[config.mk]
export PLATFORM = sky130hd
export DESIGN_NAME = ifu_fetch
export DESIGN_NICKNAME = d
export VERILOG_FILES = /design/src/rtl/ifu_fetch_pkg.sv /design/src/rtl/fetch_skid_buf.sv /design/src/rtl/ifu_fetch.sv
export SDC_FILE = /design/constraint.sdc
export NUM_CORES = 1
export LEC_CHECK = 0
export CAP_MARGIN = 10
export CORE_UTILIZATION = 44
export CTS_BUF_LIST = sky130_fd_sc_hd__clkbuf_8
export CTS_CLUSTER_SIZE = 8
export DETAILED_ROUTE_END_ITERATION = 8
export PLACE_DENSITY = 0.74
export SLEW_MARGIN = 0
export SYNTH_ARGS = -nofsm -noshare
export SYNTH_HDL_FRONTEND = slang
export SYNTH_SLANG_ARGS = --single-unit
[constraint.sdc]
create_clock -name clk -period 2 [get_ports clk]
set_input_delay 0.3 -clock clk [delete_from_list [all_inputs] [get_ports clk]]
set_output_delay 0.3 -clock clk [all_outputs]
set_load 0.02 [all_outputs]
[src/rtl/ifu_fetch_pkg.sv]
// ifu_fetch_pkg: shared constants, FSM states and fetch record for the instruction fetch unit
package ifu_fetch_pkg;

    localparam logic [31:0] INST_NOP     = 32'h0000_0013;
    localparam logic [31:0] DEF_RESET_PC = 32'h0000_0000;
    localparam logic [31:0] ZERO_WORD    = 32'h0000_0000;

    typedef enum logic [1:0] {
        S_IDLE  = 2'd0,
        S_REQ   = 2'd1,
        S_WAIT  = 2'd2,
        S_STALL = 2'd3
    } state_t;

    typedef struct packed {
        logic [31:0] inst;
        logic [31:0] addr;
    } fetch_t;

endpackage

[src/rtl/fetch_skid_buf.sv]
// fetch_skid_buf: one-entry {inst,addr} holding buffer for a response that arrives while IF/ID is stalled
module fetch_skid_buf
    import ifu_fetch_pkg::*;
(
    input  logic   clk,
    input  logic   rst,
    input  logic   load,
    input  logic   drain,
    input  logic   clear,
    input  fetch_t d,
    output fetch_t q,
    output logic   full
);

    // clear wins over load so a redirect never leaves a wrong-path entry behind
    always_ff @(posedge clk) begin
        if (rst || clear) begin
            q    <= '{inst: INST_NOP, addr: ZERO_WORD};
            full <= 1'b0;
        end else if (load) begin
            q    <= d;
            full <= 1'b1;
        end else if (drain) begin
            full <= 1'b0;
        end
    end

endmodule

[src/rtl/ifu_fetch.sv]
// ifu_fetch: PC owner and fetch FSM feeding the IF/ID register over a req/gnt/rvalid memory handshake
module ifu_fetch
    import ifu_fetch_pkg::*;
#(
    parameter logic [31:0] RESET_PC = DEF_RESET_PC
) (
    input  logic        clk,
    input  logic        rst,
    input  logic        jump_en_i,
    input  logic [31:0] jump_addr_i,
    input  logic        hold_i,
    output logic        imem_req_o,
    output logic [31:0] imem_addr_o,
    input  logic        imem_gnt_i,
    input  logic        imem_rvalid_i,
    input  logic [31:0] imem_rdata_i,
    output logic [31:0] inst_o,
    output logic [31:0] inst_addr_o,
    output logic        inst_valid_o
);

    state_t      state;
    logic [31:0] pc;
    logic        kill;
    logic        rsp_ok;
    logic        sb_load;
    logic        sb_drain;
    logic        sb_full;
    logic        kill_next;
    fetch_t      sb_q;

    // pc already advanced on gnt, so the outstanding fetch sits one word behind it
    assign rsp_ok      = state == S_WAIT && imem_rvalid_i && !kill && !jump_en_i;
    assign sb_load     = rsp_ok && hold_i;
    assign sb_drain    = state == S_STALL && !hold_i && !jump_en_i;
    assign kill_next   = (state == S_WAIT && !imem_rvalid_i) || (state == S_REQ && imem_gnt_i);
    assign imem_req_o  = state == S_REQ;
    assign imem_addr_o = pc;

    fetch_skid_buf u_skid (
        .clk   (clk),
        .rst   (rst),
        .load  (sb_load),
        .drain (sb_drain),
        .clear (jump_en_i),
        .d     ('{inst: imem_rdata_i, addr: pc - 32'd4}),
        .q     (sb_q),
        .full  (sb_full)
    );

    // fetch FSM, pc, squash flag and IF/ID outputs; a redirect overrides every other event
    always_ff @(posedge clk) begin
        if (rst) begin
            state        <= S_IDLE;
            pc           <= RESET_PC;
            kill         <= 1'b0;
            inst_o       <= INST_NOP;
            inst_addr_o  <= ZERO_WORD;
            inst_valid_o <= 1'b0;
        end else if (jump_en_i) begin
            pc           <= {jump_addr_i[31:2], 2'b00};
            inst_o       <= INST_NOP;
            inst_valid_o <= 1'b0;
            kill         <= kill_next;
            state        <= kill_next ? S_WAIT : S_REQ;
        end else begin
            if (!hold_i) begin
                inst_o       <= rsp_ok ? imem_rdata_i : sb_drain ? sb_q.inst : INST_NOP;
                inst_addr_o  <= rsp_ok ? pc - 32'd4 : sb_drain ? sb_q.addr : inst_addr_o;
                inst_valid_o <= rsp_ok || (sb_drain && sb_full);
            end
            case (state)
                S_IDLE:  state <= S_REQ;
                S_REQ: begin
                    if (imem_gnt_i) begin
                        pc    <= pc + 32'd4;
                        state <= S_WAIT;
                    end
                end
                S_WAIT: begin
                    if (imem_rvalid_i) begin
                        kill  <= 1'b0;
                        state <= sb_load ? S_STALL : S_REQ;
                    end
                end
                S_STALL: state <= hold_i ? S_STALL : S_REQ;
            endcase
        end
    end

endmodule

==> run summary, run 1 <==
status -> finished, final reports clean
PwrDens -> 641 nW/µm²
fmax -> 0.500 GHz
clk_skew -> 0.0104 ns
DP HPWL -> 14700 µm
WL per Instance -> 16.2 µm
first-pass GRT wire length -> 34100 µm
Die Footprint -> 17100 µm²
largest net degree at the start of global routing -> 47
CTS root buf -> clkbuf_8
Inserted Diodes -> 0
Post-Syn Area per Cell -> 8.15 µm²
share of layout cells above drive strength 1 -> 16.7%
Final Hold Viols -> 0
Clock Latency Late Sink -> 0.45 ns
Die W -> 131 µm
total power -> 6530 µW
Clock Sinks -> 159
drt drc -> 0
initial antenna violation count -> 1
Hold Path Class -> input pin to register
cells on worst reg2reg path -> 5
# IOs -> 168
GR Util All Layers -> 25.7%
CP Data Arrival Time -> 2.33 ns
Seq/Total Area, Yosys -> 43.7%
crit end category -> register
placed cell area -> 9580 µm²
final period utilization -> 99.9%
Worst Path Required -> 2.33 ns
Tmin final -> 2.00 ns
Via Count -> 7271
grt total ovfl -> 0
Design Area, Final -> 10200 µm²
Flop pwr share -> 50.6%
post-synthesis register bit count -> 159
sw power -> 1920 µW
switching part of the total -> 29.4%
synth warn -> 0
Final nets -> 1157
vias in the first global route -> 6758
post-route insts no fill -> 1313
Routability Congestion -> 0.887
Setup CP Type -> register to register
WL final -> 21300 µm
Buffers on Ports -> 161
CTS Buf Count -> 17
EDFF count, synth -> 0
peak supply drop -> 0.471 mV
Core Region -> 16000 µm²
Cells on Worst Hold Path -> 2
synthesized area -> 7280 µm²
RR Startpoint -> imem_addr_o[7]$_SDFFE_PP0P_
# H-tree levels -> 4
Post-DRT Antenna Nets -> 0
dominant synthesized flop cell -> dfxtp_1
Critical Path Fanout Max -> 4
post-cts hold buffer count -> 0
Gate Count Post-Synth -> 894
clock slew at reported path FFs -> 0.09 ns
total internal power -> 4600 µW
Max Root-Sink Buffers -> 2
Min Hold Slack -> 0.272 ns
Clk pwr share -> 32.9%
post-synthesis async set-or-reset flop share -> 0%
vias per cell -> 5.54
Area Growth Syn to Fin -> 39.7%
initial core utilization -> 45.5%
CP Launch Point -> imem_addr_o[7]$_SDFFE_PP0P_
Final setup viols -> 0
Max-cap violations -> 0
Comb pwr share -> 16.5%
first drt pass iteration count -> 5
dpl cells -> 1281
DRT iter0 DRCs -> 651
Distinct cells, synth -> 54
CTS tree -> done
Worst Min Path Start -> rst
RSZ-0062 raised after global routing -> true
fin util -> 63.6%
Lkg Pwr -> 0.00349 µW
Die H -> 131 µm
num rows -> 46
max-slew violations -> 0
startpoint types -> register
-- metal layers --
| layer | wire length [µm] | up-vias | GRT usage [%] |
|---|---|---|---|
| met3 | 1470 | 46 | 5.58 |
| li1 | - | 3540 | - |
| met4 | 615 | 2 | 10.1 |
| met5 | 8 | - | 0 |
| met2 | 10100 | 287 | 40.6 |
| met1 | 9030 | 3396 | 34.0 |
-- layout by cell type, fill, tap and decap left out, types with 15 or more instances in the layout --
cell type,instances
clkdlybuf4s50_1,153
xor2_1,15
nor3_1,32
buf_4,78
dfxtp_1,144
clkbuf_8,17
nand2_1,143
a211oi_1,26
a221oi_1,17
o21ai_0,23
o22ai_1,21
nand3_1,34
a21oi_1,76
nor2_1,64
xnor2_1,27
-- cell usage after synthesis (2+ instances only) --
cell type	count	share of area, %
a31oi_1	14	1.2
nor3b_1	5	0.52
o21ai_0	25	1.7
dfxtp_1	159	44
a211o_1	7	0.84
o211ai_1	10	1.0
a221oi_1	17	2.0
and2_1	5	0.43
nand4_1	11	0.94
nand2b_1	5	0.43
a21oi_1	77	5.3
and4_1	2	0.24
nand2_1	144	7.4
nor4_1	10	0.86
clkbuf_8	4	0.76
o22ai_1	21	1.8
a211oi_1	26	2.7
clkbuf_1	57	2.9
buf_4	4	0.41
nand4b_1	2	0.24
or4_4	2	0.31
buf_2	6	0.41
and3_1	6	0.52
or3_1	8	0.69
xnor2_1	35	4.2
a311oi_1	4	0.48
o21a_1	4	0.41
mux2i_1	2	0.27
nand3_1	36	2.5
nor2_1	67	3.5
xor2_1	15	1.8
ha_1	2	0.34
buf_6	9	1.4
a22oi_1	14	1.4
nor2b_1	11	0.94
nor3_1	40	2.7
or4_1	3	0.31
buf_1	3	0.15
inv_1	7	0.36
-- per-stage QoR --
step	setup TNS, ns	setup WS (ns)
after floorplan	-0.143	-0.0534
after global placement	-10.40	-0.181
after detailed placement	-12.73	-0.206
after CTS	0	0.000212
after global routing	-0.514	-0.0877
final	0	0.00140
-- repair_timing --
item,CTS,global route
buffers inserted,0,2
resized for setup,9,47
pin swaps,3,17
setup endpoints to repair,10,29
-- worst paths after layout --
check                            endpoint  slack [ns]
max          inst_addr_o[24]$_SDFFE_PP0P_       0.001
min          inst_addr_o[27]$_SDFFE_PP0P_        0.27
max reg2reg  inst_addr_o[24]$_SDFFE_PP0P_       0.001
min reg2reg   inst_addr_o[2]$_SDFFE_PP0P_        0.46
-- critical path, stage by stage (launching register included) --
cell and delay [ns]:
dfxtp_4 0.37, or4_4 0.56, or4_4 0.47, nor3_4 0.21
xnor2_2 0.15, o22ai_1 0.11
-- flip-flops by register name (all words and copies together) (netlist names) --
signal	flops
imem_addr_o	30
inst_addr_o	30
inst_o	32
inst_valid_o	1
kill	1
state	2
u_skid.full	1
u_skid.q	62
-- power groups by stage --
stage | sequential (µW) | combinational, µW | clock (µW)
final | 3300 | 1080 | 2150
after floorplan | 3420 | 486 | 0
after CTS | 3300 | 1030 | 2200
after detailed placement | 3370 | 1020 | 0
after global routing | 3310 | 1160 | 2350
after global placement | 3370 | 1010 | 0
-- final cells by class --
cell class	count	area, µm²
Fill cell	1404	5820
Multi-Input combinational cell	646	3880
Sequential cell	159	3210
Timing Repair Buffer	253	2440
Tap cell	216	270
Clock buffer	17	234
Clock inverter	14	108
Inverter	8	30.0
-- kinds of logic after synthesis --
group / count (synthesis) / synth area share (%)
flops: 159 / 43.7
xor+xnor: 50 / 6.01
buf+inv: 92 / 6.60
other cells: 1 / 0.0515
simple gates: 366 / 23.7
mux: 2 / 0.275
fa+ha+maj: 2 / 0.343
compound gates: 222 / 19.3
Note: power is estimated with default switching activity, not from simulation.
==> run 2: changes to the inputs <==
ABC_CLOCK_PERIOD_IN_PS = 2300   (was unset)
CAP_MARGIN = 20   (was 10)
PLACE_DENSITY = 0.72   (was 0.74)
clock period = 2.3 ns   (was 2 ns; I/O delays follow)
==> run 2 against run 1 <==
  * First-iteration DRC count shrank 5.2%
  * Non-clock buffer count shrank 30
  * Sequential power shrank 12%
  * Count of clock-buffer cells in the layout grew 2
  * Utilization shrank 2.7 points
  * Combinational power shrank 23%
  * Die area is the same
  * Global-route usage shrank 1.3 points
  * Clock skew grew 0.0081 ns
  * Sequential cell count is the same
  * Critical endpoint unchanged
  * Largest cell class unchanged
==> run summary, run 2 (synthesis gave the netlist of run 1 again) <==
DP HPWL -> 14100 µm (-3.9%)
clk_skew -> 0.0185 ns (+0.00806 ns)
Seq. cell area -> 3180 µm² (-0.97%)
most used cell, CP -> or4_4
initial core utilization -> 45.5% (unchanged)
Core Region -> 16000 µm² (unchanged)
largest net degree at the start of global routing -> 50 (+6.4%)
Post-DRT Antenna Nets -> 0 (unchanged)
Lkg Pwr -> 0.00325 µW (-7.0%)
clock slew at reported path FFs -> 0.09 ns (about the same)
Setup CP Type -> register to register
Final setup viols -> 0 (unchanged)
Filler cells -> 1470 (+4.7%)
Worst Min Path Start -> rst
Crit path largest cell delay -> 0.58 ns (+0.02 ns)
max-slew violations -> 0 (unchanged)
Via Count -> 7029 (-3.3%)
Tightest Pin Transition -> 0.554 ns
final period utilization -> 93.2% (-6.7 points)
peak supply drop -> 0.490 mV (+3.9%)
hold path endpoint -> inst_addr_o[22]$_SDFFE_PP0P_
Final nets -> 1127 (-2.6%)
WL final -> 20300 µm (-4.3%)
CTS Buf Count -> 17 (unchanged)
Buffers on Ports -> 161 (unchanged)
area of the multi-input gates -> 3660 µm² (-5.6%)
Final Hold Viols -> 0 (unchanged)
Area Growth Syn to Fin -> 33.8%
CP Data Arrival Time -> 2.48 ns (+0.15 ns)
Top Registers -> u_skid.q x62, inst_o x32
Hold Path Class -> input pin to register
RR Startpoint -> imem_addr_o[17]$_SDFFE_PP0P_
critical path cell sequence -> or4_4 -> or4_4 -> nor3_2 -> xnor2_1 -> o22ai_1
WL per Instance -> 15.8 µm (-2.2%)
Critical Path Fanout Max -> 8 (+4)
# IOs -> 168 (unchanged)
drt drc -> 0 (unchanged)
Die H -> 131 µm (unchanged)
Slew HR -> 63.1%
Slowest cell on crit path -> or4_4
Die W -> 131 µm (unchanged)
GR Util All Layers -> 24.4% (-1.3 points)
Die Footprint -> 17100 µm² (unchanged)
Tmin final -> 2.14 ns (+0.146 ns)
setup TNS -> 0 ns (unchanged)
reg2reg end -> inst_addr_o[24]$_SDFFE_PP0P_
total power -> 6070 µW (-6.9%)
Worst Path Required -> 2.63 ns (+0.30 ns)
share of layout cells above drive strength 1 -> 10.3% (-6.4 points)
PwrDens -> 623 nW/µm² (-2.8%)
Biggest register -> u_skid.q
first-pass GRT wire length -> 32400 µm (-5.1%)
setup slack, reg-to-reg -> 0.16 ns (+0.15 ns)
status -> finished, final reports clean
crit end category -> register
Clock Latency Late Sink -> 0.47 ns (+0.02 ns)
Routability Congestion -> 0.907 (+2.3%)
initial antenna violation count -> 1 (unchanged)
vias per cell -> 5.47 (-1.1%)
grt total ovfl -> 0 (unchanged)
startpoint types -> register
commonest non-fill, non-tap cells in the layout -> 159 x dfxtp_1, 159 x clkdlybuf4s50_1, 143 x nand2_1
CTS tree -> done
Max Root-Sink Buffers -> 2 (unchanged)
num rows -> 46 (unchanged)
Max-cap violations -> 0 (unchanged)
first drt pass iteration count -> 6 (+1)
Largest register FFs -> 62 (unchanged)
Clock Sinks -> 159 (unchanged)
CTS root buf -> clkbuf_8
Placement Setup Slack -> 0.0275 ns (+0.234 ns)
Setup WS post-layout -> 0.156 ns (+0.154 ns)
fmax -> 0.466 GHz (-6.8%)
cells on worst reg2reg path -> 5 (unchanged)
Cells on Worst Hold Path -> 2 (unchanged)
Inserted Diodes -> 0 (unchanged)
# H-tree levels -> 4 (unchanged)
DRT iter0 DRCs -> 617 (-5.2%)
RSZ-0062 raised after global routing -> false
vias in the first global route -> 6299 (-6.8%)
post-cts hold buffer count -> 0 (unchanged)
==> run 2: cell type report <==
class	instances	area share (%)
clock buffers	19	2.68
clock inverters	13	2.04
inverters	8	0.308
multi-input cells	646	37.5
flip-flops and latches	159	32.7
well taps	216	2.77
repair buffers	223	22.0
==> run 2: report_power, final <==
| part | internal (µW) | switching (µW) |
|---|---|---|
| combinational | 393 | 433 |
| clock | 1260 | 1100 |
| sequential | 2800 | 81.4 |
| total | 4460 | 1610 |
==> run 2: routing by layer <==
layer | vias up | track usage (%) | share of wire, %
li1 | 3473 | - | -
met1 | 3318 | 33.0 | 45
met2 | 218 | 39.1 | 48
met3 | 18 | 5.13 | 5.6
met4 | 2 | 7.23 | 1.4
met5 | - | 0 | 0.039
==> run 2: per-stage QoR <==
step / instances / hold WS [ns] / instance area (µm²) / utilization, %
floorplan: 897 / 0.436 / 7300 / -
global placement: 1249 / 0.441 / 9260 / 57.9
detailed placement: 1249 / 0.443 / 9260 / 57.9
CTS: 1281 / 0.181 / 9720 / 60.8
global route: 1284 / 0.185 / 9740 / 60.9
finish: 1284 / 0.212 / 9740 / 60.9
==> run 2: critical path: cells and delay by family (launching register included) <==
family | cells | cell delay (ns)
AND/OR/NAND/NOR | 3 | 1.29
flip-flops | 1 | 0.40
AO/OA/AOI/OAI | 1 | 0.13
XOR/XNOR | 1 | 0.19
==> run 2: worst max-delay path by stage <==
stage,startpoint,end,slack (ns),cells past startpoint
after detailed placement,jump_en_i,u_skid.q[24]$_SDFFE_PP0P_,0.03,7
after floorplan,imem_addr_o[15]$_SDFFE_PP0P_,imem_addr_o[28]$_SDFFE_PP0P_,0.17,7
after CTS,imem_addr_o[10]$_SDFFE_PP0P_,inst_addr_o[19]$_SDFFE_PP0P_,0.15,5
final,imem_addr_o[17]$_SDFFE_PP0P_,inst_addr_o[24]$_SDFFE_PP0P_,0.16,5
after global placement,jump_en_i,u_skid.q[20]$_SDFFE_PP0P_,0.06,7
after global routing,imem_addr_o[2]$_SDFFE_PP0P_,u_skid.q[30]$_SDFFE_PP0P_,0.04,8
==> run 2: what timing repair did <==
item	CTS	global route
endpoints found under the hold margin	0	0
setup buffers	0	3
setup endpoints to repair	0	11
gates resized for setup	0	0
==> run 3: changes to the inputs <==
MAX_ROUTING_LAYER = met4   (was unset)
==> run 3 against run 2 <==
  * Final cell count barely moved
  * Clock skew barely moved
  * Sequential power barely moved
  * Sequential share of layout area barely moved
  * Die area did not move
  * Count of clock-buffer cells in the layout did not move
  * Global-route usage rose by 0.79 points
  * Total power barely moved
  * Setup slack improved by 0.018 ns
  * Combinational power barely moved
  * Register-to-register slack improved by 0.02 ns
  * Largest cell class unchanged
  * Largest power group unchanged
  * Highest routed layer is now met4
==> run summary, run 3 (synthesis gave the netlist of run 1 again) <==
first-pass GRT wire length -> 32500 µm (+0.32%)
Slew HR -> 62.7% (-0.40 points)
Critical Path Fanout Max -> 8 (unchanged)
Max-cap violations -> 0 (unchanged)
first drt pass iteration count -> 5 (-1)
clk_skew -> 0.0188 ns (+0.000284 ns)
vias in the first global route -> 6268 (-0.49%)
Die W -> 131 µm (unchanged)
GR Util All Layers -> 25.2% (+0.79 points)
grt total ovfl -> 0 (unchanged)
Final Hold Viols -> 0 (unchanged)
Core Region -> 16000 µm² (unchanged)
final period utilization -> 92.5% (-0.79 points)
Worst Path Buf+Inv -> 0 (unchanged)
CP Data Arrival Time -> 2.46 ns (-0.02 ns)
Placement Setup Slack -> 0.0275 ns (unchanged)
CTS tree -> done
CTS root buf -> clkbuf_8
Top Layer Used -> met4
WL per Instance -> 15.9 µm (+0.12%)
Buffers on Ports -> 161 (unchanged)
Final setup viols -> 0 (unchanged)
initial core utilization -> 45.5% (unchanged)
switching part of the total -> 26.6% (+0.034 points)
Cells on Worst Hold Path -> 2 (unchanged)
Top Registers -> u_skid.q x62, inst_o x32
critical path cell sequence -> or4_4 -> or4_4 -> nor3_2 -> xnor2_1 -> o22ai_1
Final nets -> 1127 (unchanged)
Die H -> 131 µm (unchanged)
Lkg Pwr -> 0.00325 µW (unchanged)
Comb pwr share -> 13.6% (about the same)
Hold Path Class -> input pin to register
startpoint types -> register
fmax -> 0.470 GHz (+0.85%)
crit end category -> register
setup TNS -> 0 ns (unchanged)
PwrDens -> 623 nW/µm² (about the same)
num rows -> 46 (unchanged)
Worst Path Required -> 2.64 ns (about the same)
Area Growth Syn to Fin -> 33.8% (about the same)
sw power -> 1620 µW (+0.17%)
status -> finished, final reports clean
largest net degree at the start of global routing -> 50 (unchanged)
Biggest register -> u_skid.q
Metal-1 WL -> 9340 µm (+1.8%)
crit-path leading delay family -> simple AND/OR/NAND/NOR gates
vias per cell -> 5.49 (+0.22%)
Flop pwr share -> 47.5% (about the same)
Clock Sinks -> 159 (unchanged)
Die Footprint -> 17100 µm² (unchanged)
# H-tree levels -> 4 (unchanged)
cells on worst reg2reg path -> 5 (unchanged)
DP HPWL -> 14100 µm (unchanged)
drt drc -> 0 (unchanged)
DRT iter0 DRCs -> 594 (-3.7%)
Setup CP Type -> register to register
Largest register FFs -> 62 (unchanged)
Design Area, Final -> 9750 µm² (about the same)
most used cell, CP -> or4_4
Slowest cell on crit path -> or4_4
initial antenna violation count -> 1 (unchanged)
share of layout cells above drive strength 1 -> 10.3% (unchanged)
peak supply drop -> 0.490 mV (about the same)
Post-DRT Antenna Nets -> 0 (unchanged)
Tightest Pin Transition -> 0.560 ns (+0.00607 ns)
commonest non-fill, non-tap cells in the layout -> 159 x dfxtp_1, 159 x clkdlybuf4s50_1, 143 x nand2_1
CTS Buf Count -> 17 (unchanged)
# IOs -> 168 (unchanged)
placed cell area -> 9260 µm² (unchanged)
WL final -> 20400 µm (+0.20%)
WL met3 -> 990 µm (-14%)
Via Count -> 7050 (+0.30%)
total internal power -> 4460 µW (about the same)
clock slew at reported path FFs -> 0.09 ns (about the same)
Clock Latency Late Sink -> 0.47 ns (about the same)
Routability Congestion -> 0.922 (+1.7%)
Max Root-Sink Buffers -> 2 (unchanged)
post-cts hold buffer count -> 0 (unchanged)
RSZ-0062 raised after global routing -> false
Crit path largest cell delay -> 0.58 ns (about the same)
WP depth -> 5 (unchanged)
Setup WS post-layout -> 0.174 ns (+0.0181 ns)
max-slew violations -> 0 (unchanged)
metal2 WL -> 9770 µm (+0.47%)
Tmin final -> 2.13 ns (-0.0181 ns)
Clk pwr share -> 38.9% (about the same)
[run 3: cell count changes in the layout (fill, tap and decap cells not counted)]
cell     change
diode_2      +1
[run 3: worst register-to-register path, cell delays in order (launching register included)]
cell	delay, ns
dfxtp_1	0.40
or4_4	0.58
or4_4	0.51
nor3_2	0.20
xnor2_1	0.19
o22ai_1	0.13
[run 3: final timing paths]
path | startpoint | end | slack [ns]
setup / recovery | imem_addr_o[17]$_SDFFE_PP0P_ | inst_addr_o[24]$_SDFFE_PP0P_ | 0.17
hold / removal | rst | inst_addr_o[25]$_SDFFE_PP0P_ | 0.21
setup reg to reg | imem_addr_o[17]$_SDFFE_PP0P_ | inst_addr_o[24]$_SDFFE_PP0P_ | 0.17
hold reg to reg | inst_addr_o[4]$_SDFFE_PP0P_ | inst_addr_o[4]$_SDFFE_PP0P_ | 0.45
[run 3: metrics by stage]
stage	utilization, %	hold WS (ns)	power (µW)	cells
2_1_floorplan	-	0.436	3390	897
3_3_place_gp	57.9	0.441	3760	1249
3_5_place_dp	57.9	0.443	3760	1249
4_1_cts	60.8	0.181	6110	1281
5_1_grt	60.9	0.185	6320	1285
6_report	60.9	0.208	6080	1285
[run 3: what timing repair did]
action | CTS | global route
buffers inserted | 0 | 3
gates resized for setup | 0 | 0
endpoints found under the setup margin | 0 | 11
[run 3: area by class of cell]
cell class | count | area (µm²)
diodes | 1 | 2.50
well taps | 216 | 270
inverters | 8 | 30.0
clock inverters | 13 | 199
flip-flops and latches | 159 | 3180
multi-input cells | 646 | 3660
fillers | 1469 | 6250
repair buffers | 223 | 2140
clock buffers | 19 | 262
[run 3: power groups by stage]
stage          logic (µW)  clock network (µW)  registers [µW]
6_report              828                2360            2890
2_1_floorplan         418                   0            2970
5_1_grt               892                2530            2900
3_3_place_gp          812                   0            2950
4_1_cts               820                2400            2880
3_5_place_dp          815                   0            2950
[run 3: metal layers]
metal	vias to the layer above	GRT usage, %
met1	3343	33.2
met3	16	5.13
met4	0	7.23
li1	3478	-
met2	213	39.0
met5	-	-
